<file path="config.mk">
export PLATFORM = sky130hd
export DESIGN_NAME = control_barra
export DESIGN_NICKNAME = d
export VERILOG_FILES = /design/src/rtl/control_barra.sv
export SDC_FILE = /design/constraint.sdc
export NUM_CORES = 1
export LEC_CHECK = 0
export BUFFER_PORTS_ARGS = -buffer_cell sky130_fd_sc_hd__buf_4
export CAP_MARGIN = 30
export CORE_ASPECT_RATIO = 1.1
export CORE_UTILIZATION = 46
export DETAILED_ROUTE_END_ITERATION = 16
export PLACE_DENSITY = 0.78
export SLEW_MARGIN = 10
export SYNTH_ARGS = -nofsm -noshare
export SYNTH_HDL_FRONTEND = slang
export SYNTH_SLANG_ARGS = --single-unit
</file>
<file path="constraint.sdc">
create_clock -name clk -period 2.22 [get_ports clk]
set_input_delay 0.444 -clock clk [delete_from_list [all_inputs] [get_ports clk]]
set_output_delay 0.444 -clock clk [all_outputs]
set_load 0.005 [all_outputs]
</file>
<file path="src/rtl/control_barra.sv">
// Paddle movement controller: synchronizes the buttons, issues at most one up/down
// pulse per frame tick, and optionally hands over to an auto-player (BARRA_AUTO_EN).
module control_barra #(
  parameter int unsigned IDLE_TICKS = 600,
  parameter int unsigned REPEAT     = 1,
  parameter int unsigned AI_DIV     = 2,
  parameter int unsigned DEADZONE   = 8
) (
  input  logic       clk,
  input  logic       reset,
  input  logic       tick,
  input  logic       btn_up,
  input  logic       btn_down,
  input  logic [9:0] ball_y,
  input  logic [9:0] paddle_y,
  output logic       up,
  output logic       down,
  output logic       mode
);

  logic [1:0] su_q, sd_q;
  logic [7:0] rep_q;
  logic       last_dn_q;
  logic       up_q, down_q;
  logic       su, sd;

  assign su = su_q[1];
  assign sd = sd_q[1];

`ifdef BARRA_AUTO_EN
  typedef enum logic {MANUAL, AUTO} state_e;

  state_e      state_q;
  logic [15:0] idle_q;
  logic [7:0]  ai_q;
  logic        mode_q;
  logic [10:0] ball_x, pad_x, dz;
  logic        ai_up, ai_dn;

  // 11-bit zero-extended compare so the dead zone never wraps around 0 or 1023
  assign ball_x = {1'b0, ball_y};
  assign pad_x  = {1'b0, paddle_y};
  assign dz     = 11'(DEADZONE);
  assign ai_up  = ball_x > (pad_x + dz);
  assign ai_dn  = (ball_x + dz) < pad_x;
  assign mode   = mode_q;
`else
  logic unused_inputs;
  assign unused_inputs = ^{ball_y, paddle_y, 16'(IDLE_TICKS), 8'(AI_DIV), 9'(DEADZONE)};
  assign mode = 1'b0;
`endif

  always_ff @(posedge clk) begin
    if (reset) begin
      su_q      <= '0;
      sd_q      <= '0;
      rep_q     <= '0;
      last_dn_q <= 1'b0;
      up_q      <= 1'b0;
      down_q    <= 1'b0;
`ifdef BARRA_AUTO_EN
      state_q   <= MANUAL;
      idle_q    <= '0;
      ai_q      <= '0;
      mode_q    <= 1'b0;
`endif
    end else begin
      su_q   <= {su_q[0], btn_up};
      sd_q   <= {sd_q[0], btn_down};
      up_q   <= 1'b0;
      down_q <= 1'b0;
`ifdef BARRA_AUTO_EN
      if (state_q == AUTO) begin
        // any button press wins immediately, even over a same-cycle tick
        if (su || sd) begin
          state_q <= MANUAL;
          mode_q  <= 1'b0;
          rep_q   <= '0;
          idle_q  <= '0;
        end else if (tick) begin
          if (ai_q == '0) begin
            up_q   <= ai_up;
            down_q <= ai_dn;
            ai_q   <= 8'(AI_DIV - 1);
          end else begin
            ai_q <= ai_q - 8'd1;
          end
        end
      end else
`endif
      if (tick) begin
        if (su ^ sd) begin
          if (rep_q == '0 || sd != last_dn_q) begin
            up_q      <= su;
            down_q    <= sd;
            rep_q     <= 8'(REPEAT - 1);
            last_dn_q <= sd;
          end else begin
            rep_q <= rep_q - 8'd1;
          end
        end else begin
          rep_q <= '0;
        end
`ifdef BARRA_AUTO_EN
        if (su || sd) begin
          idle_q <= '0;
        end else if (idle_q == 16'(IDLE_TICKS - 1)) begin
          state_q <= AUTO;
          mode_q  <= 1'b1;
          ai_q    <= '0;
          idle_q  <= '0;
        end else begin
          idle_q <= idle_q + 16'd1;
        end
`endif
      end
    end
  end

  assign up   = up_q;
  assign down = down_q;

endmodule

</file>
# Word-level counts from Yosys, hierarchy flattened
# Cells that the tools add are included.
# word_totals
in_bits	25
regBits	15
output_inout_bits	3
wordCells	18
# classes
addsub	1
n_eq_ne	1
bitwise	4
reduce_logical	4
muxes	2
# ops
operator	n
8-bit 2-to-1 mux	2
8-bit logical NOT	1
8-bit by 1-bit subtractor with 8-bit output, second input constant	1
4-bit OR reduction	1
1-bit NOT	3
3-bit AND reduction	1
1-bit logical OR	1
1-bit inequality test	1
1-bit bitwise XOR	1

# Longest topological paths before layout
# logic_depth
ltp_word	4
mapped_depth	7
ltp_nobuf	6

# Least setup slack after synthesis
# Ideal clock, no wire load.
# synth_path
path_type	register -> register
from	reg rep_q[0]
to	reg rep_q[7]
path_buffers	0
t_arrival_ns	1.482
synth_period_minus_slack_ns	1.557
path_slack_ns	0.663
setup_time_ns	0.074
t_required_ns	2.146
path_stages_with_launch	7
cell_sequence	dfxtp_1 -> inv_1 -> ha_1 -> nor3b_1 -> a22oi_2 -> or4b_1 -> a31oi_1
# synth_between
elab_chain_cells	4
elab_cells_between_ends	5
classes_between	add/sub: 1; mux: 2; reduce/logical: 2
# synth_rtl
element	line	rtl
start, declared	22	logic [7:0] rep_q;
start signal, assigned	96	rep_q <= 8'(REPEAT - 1);
start signal, assigned	99	rep_q <= rep_q - 8'd1;
branches (longest 2 deep; another with 8-bit by 1-bit subtractor with 8-bit output)	n/a	
8-bit 2-to-1 mux (*)	93	if (rep_q == '0 || sd != last_dn_q) begin
8-bit 2-to-1 mux (*)	92	if (su ^ sd) begin
# Every way passes the cells marked *.
# A chain may end at the register's enable or synchronous reset.

# Worst setup path in the final report
# Same ends and word-level chain as after synthesis.

==> tab_implementation.tex <==
\begin{tabular}{lr}
\hline
Metric & Value \\
\hline
\multicolumn{2}{l}{\textbf{Layout}} \\
Leading cell type in the layout, fill and taps excluded & dfxtp\_1 \\
Share of post-route cells with drive strength above 1 & 0.1720 \\
Number of cells in the finished layout apart from fillers & 109 \\
Commonest cells after routing, fill and taps aside & dfxtp\_1, nand2\_1, buf\_4, a21oi\_1 \\
Signed area change from the synthesized netlist to the final layout & 13.29\% \\
Area occupied by multi-input gates & 380.4 µm² \\
Register area & 300.3 µm² \\
Diode count & 0 \\
Number of fillers in the final layout & 133 \\
Number of nets in the final layout & 121 \\
Final non-filler cell area & 810.8 µm² \\
\multicolumn{2}{l}{\textbf{CTS}} \\
Post-CTS setup buffers & 0 \\
Number of buffers added to fix hold violations after cts & 0 \\
Resize count post-CTS & 0 \\
Clk root buf & clkbuf\_4 \\
Maximum root-to-sink buffer count & 2 \\
TritonCTS buffer count & 3 \\
CTS H-tree depth & 1 \\
Clock-pin slew reported for the worst setup and hold paths after clock tree synthesis & 90 ps \\
Worst-skew pair later-pin latency & 280 ps \\
CTS tree & built \\
TritonCTS Sinks & 15 \\
\multicolumn{2}{l}{\textbf{GRT}} \\
Vias in the first global route & 563 \\
Pin count of the biggest net entering global routing & 15 \\
All-layer global routing usage & 0.1941 \\
Number of antenna violations at the first check in global routing & 0 \\
First-pass GRT wire length & 2352 µm \\
Remaining global-route overflow & 0 \\
\multicolumn{2}{l}{\textbf{Die}} \\
Die span in y & 43.37 µm \\
Number of ports placed on the die boundary & 28 \\
Die X-Extent & 39.61 µm \\
Number of core rows & 14 \\
Effective utilization at floorplan & 0.5107 \\
Std-Cell Core Area & 0.001401 mm² \\
Die ar. & 0.001718 mm² \\
\multicolumn{2}{l}{\textbf{Setup path}} \\
Cells along the critical path & inv\_1 > ha\_1 > nor3b\_1 > buf\_4 > a22oi\_2 > or4b\_1 > a31oi\_1 \\
Critical path class & reg -> reg \\
Reg2reg start & rep\_q[0] \\
Data arrival at the endpoint of the critical path & 2010 ps \\
Crit path max-delay family & simple AND/OR/NAND/NOR gates \\
Crit. End Element & register \\
Critical path launch point type & register \\
Largest fanout on the critical path & 4 \\
Count of buffer and inverter cells on the critical path & 2 \\
CP required & 2430 ps \\
Critical Path Slowest Stage Cell & or4b\_1 \\
Largest incremental delay on the critical path & 450 ps \\
Startpoint of the most critical setup path & rep\_q[0] \\
\multicolumn{2}{l}{\textbf{Yosys}} \\
Post-synthesis sequential area ratio & 0.4196 \\
Main combinational cell family by area after synthesis & simple AND/OR/NAND/NOR gates \\
Area share of fa/ha/maj cells after synthesis & 0.03497 \\
Cell types occupying the most area after synthesis & dfxtp\_1, nand3b\_1, nand2\_1 \\
Gate Count Post-Synth & 84 \\
Cell variety after synth & 29 \\
Post-Syn Area & 715.7 µm² \\
Fraction of the mapped netlist area in compound gates & 0.1276 \\
XOR/XNOR Fraction of Synth Area & 0 \\
Basic-gate share of the synthesized area counting and, or, nand and nor cells & 0.3636 \\
Net count of the mapped netlist & 111 \\
Synth warnings & 0 \\
Top cell type's share of synthesized area & 0.4196 \\
Syn Area/Cell & 8.520 µm² \\
Multiplexer area fraction after synthesis & 0 \\
Post-synthesis cell type with the largest combined area & dfxtp\_1 \\
Number of synthesized register bits & 15 \\
\multicolumn{2}{l}{\textbf{Pwr}} \\
Worst supply voltage drop on vdd & 0.0004806 V \\
Total leakage power & 0.2976 nW \\
Cell Pwr Density & 563.8 mW/mm² \\
\multicolumn{2}{l}{\textbf{STA}} \\
Highest clock rate & 555.9 MHz \\
Number of setup violations in the final report & 0 \\
Post-Route Skew & 6.012 ps \\
Final worst-path cycle share & 0.8103 \\
Hold WS & 372.1 ps \\
Final Hold Fails & 0 \\
Actual slew at the worst max-slew pin & 521.2 ps \\
Final slew viol count & 0 \\
Setup\_tns & 0 ps \\
Minimum period implied by the final worst setup slack & 1799 ps \\
Setup repair after global routing missed its margin & no \\
Worst Setup Slack, final & 421.2 ps \\
Relative max-transition margin & 0.6493 \\
\multicolumn{2}{l}{\textbf{Detailed routing}} \\
Vias & 614 \\
Post-route DRC & 0 \\
Routed Wire Length & 1290 µm \\
First drt pass iteration count & 4 \\
Initial DRC Count & 11 \\
Avg Vias per Cell & 5.633 \\
Average detailed-routed wire length per instance & 11.83 µm \\
Number of nets still failing antenna checks after routing & 0 \\
\multicolumn{2}{l}{\textbf{Placed design}} \\
Cell Count Post-Placement & 105 \\
Worst-case setup slack after placement & 447.3 ps \\
Count of input and output buffers & 6 \\
Routability Congestion & 0.8046 \\
HPWL after detailed placement & 930.9 µm \\
Area after DPL & 783.3 µm² \\
\multicolumn{2}{l}{\textbf{Hold path}} \\
Hold Path Origin & btn\_down \\
Min-Delay Path Class & in -> reg \\
\multicolumn{2}{l}{\textbf{Job}} \\
Number of maximum-capacitance violations & 0 \\
\multicolumn{2}{l}{\textbf{Run status}} \\
Result of the run & finished clean \\
\hline
\end{tabular}
[flip-flops by register name, indices dropped and copies added (netlist names)]
| name | cells |
|---|---|
| su_q | 2 |
| rep_q | 8 |
| last_dn_q | 1 |
| up | 1 |
| sd_q | 2 |
| down | 1 |
[area by class of cell]
class	instances	share of cell area
flip-flops and latches	15	0.3704
clock buffers	3	0.02778
clock inverters	1	0.006173
well taps	16	0.02469
repair buffers	9	0.08333
inverters	4	0.01852
multi-input cells	61	0.4691
[final timing paths]
kind                            endpoint  slack (ps)  cells past startpoint
worst max-delay path            rep_q[7]         420                      7
worst min-delay path             sd_q[0]         370                      2
worst max register to register  rep_q[7]         420                      7
worst min register to register   sd_q[1]         450                      1
[synthesized netlist by cell type, drive strengths merged]
library cell,instances
dfxtp,15
nand2,10
a21oi,7
nand3,6
nand3b,6
a31oi,4
nor2b,4
inv,3
nor2,3
buf,2
clkbuf,2
ha,2
nand2b,2
nand4b,2
nor3b,2
nor4,2
o21ai,2
a2111oi,1
a22oi,1
and3,1
clkinv,1
conb,1
nand4,1
nor3,1
nor4b,1
or3b,1
or4b,1
[power by group]
part	total [mW]	leakage (nW)	switching, mW	internal, mW
clock	0.154	0.0177	0.0870	0.0667
sequential	0.277	0.122	0.00311	0.273
combinational	0.0269	0.158	0.0140	0.0129
total	0.457	0.298	0.104	0.353
[metrics by stage]
stage,util,power (mW)
3_3_place_gp,0.5589,0.3092
2_1_floorplan,-,0.2990
4_1_cts,0.5786,0.4600
6_report,0.5786,0.4572
3_5_place_dp,0.5589,0.3101
5_1_grt,0.5786,0.4776
[routing by layer]
layer  part of all wire  vias up  track usage
li1                   -      322            -
met1               0.48      276       0.2386
met2               0.47       12       0.3148
met3              0.027        4      0.05128
met4              0.013        0      0.07586
met5                  0        -            0
[logic make-up after synthesis]
logic type | count (synthesis)
AO/OA/AOI/OAI | 15
adder cells (fa/ha/maj) | 2
buffers and inverters | 8
flip-flops | 15
other | 1
AND/OR/NAND/NOR | 43
Power figures use the tool's default switching activity.
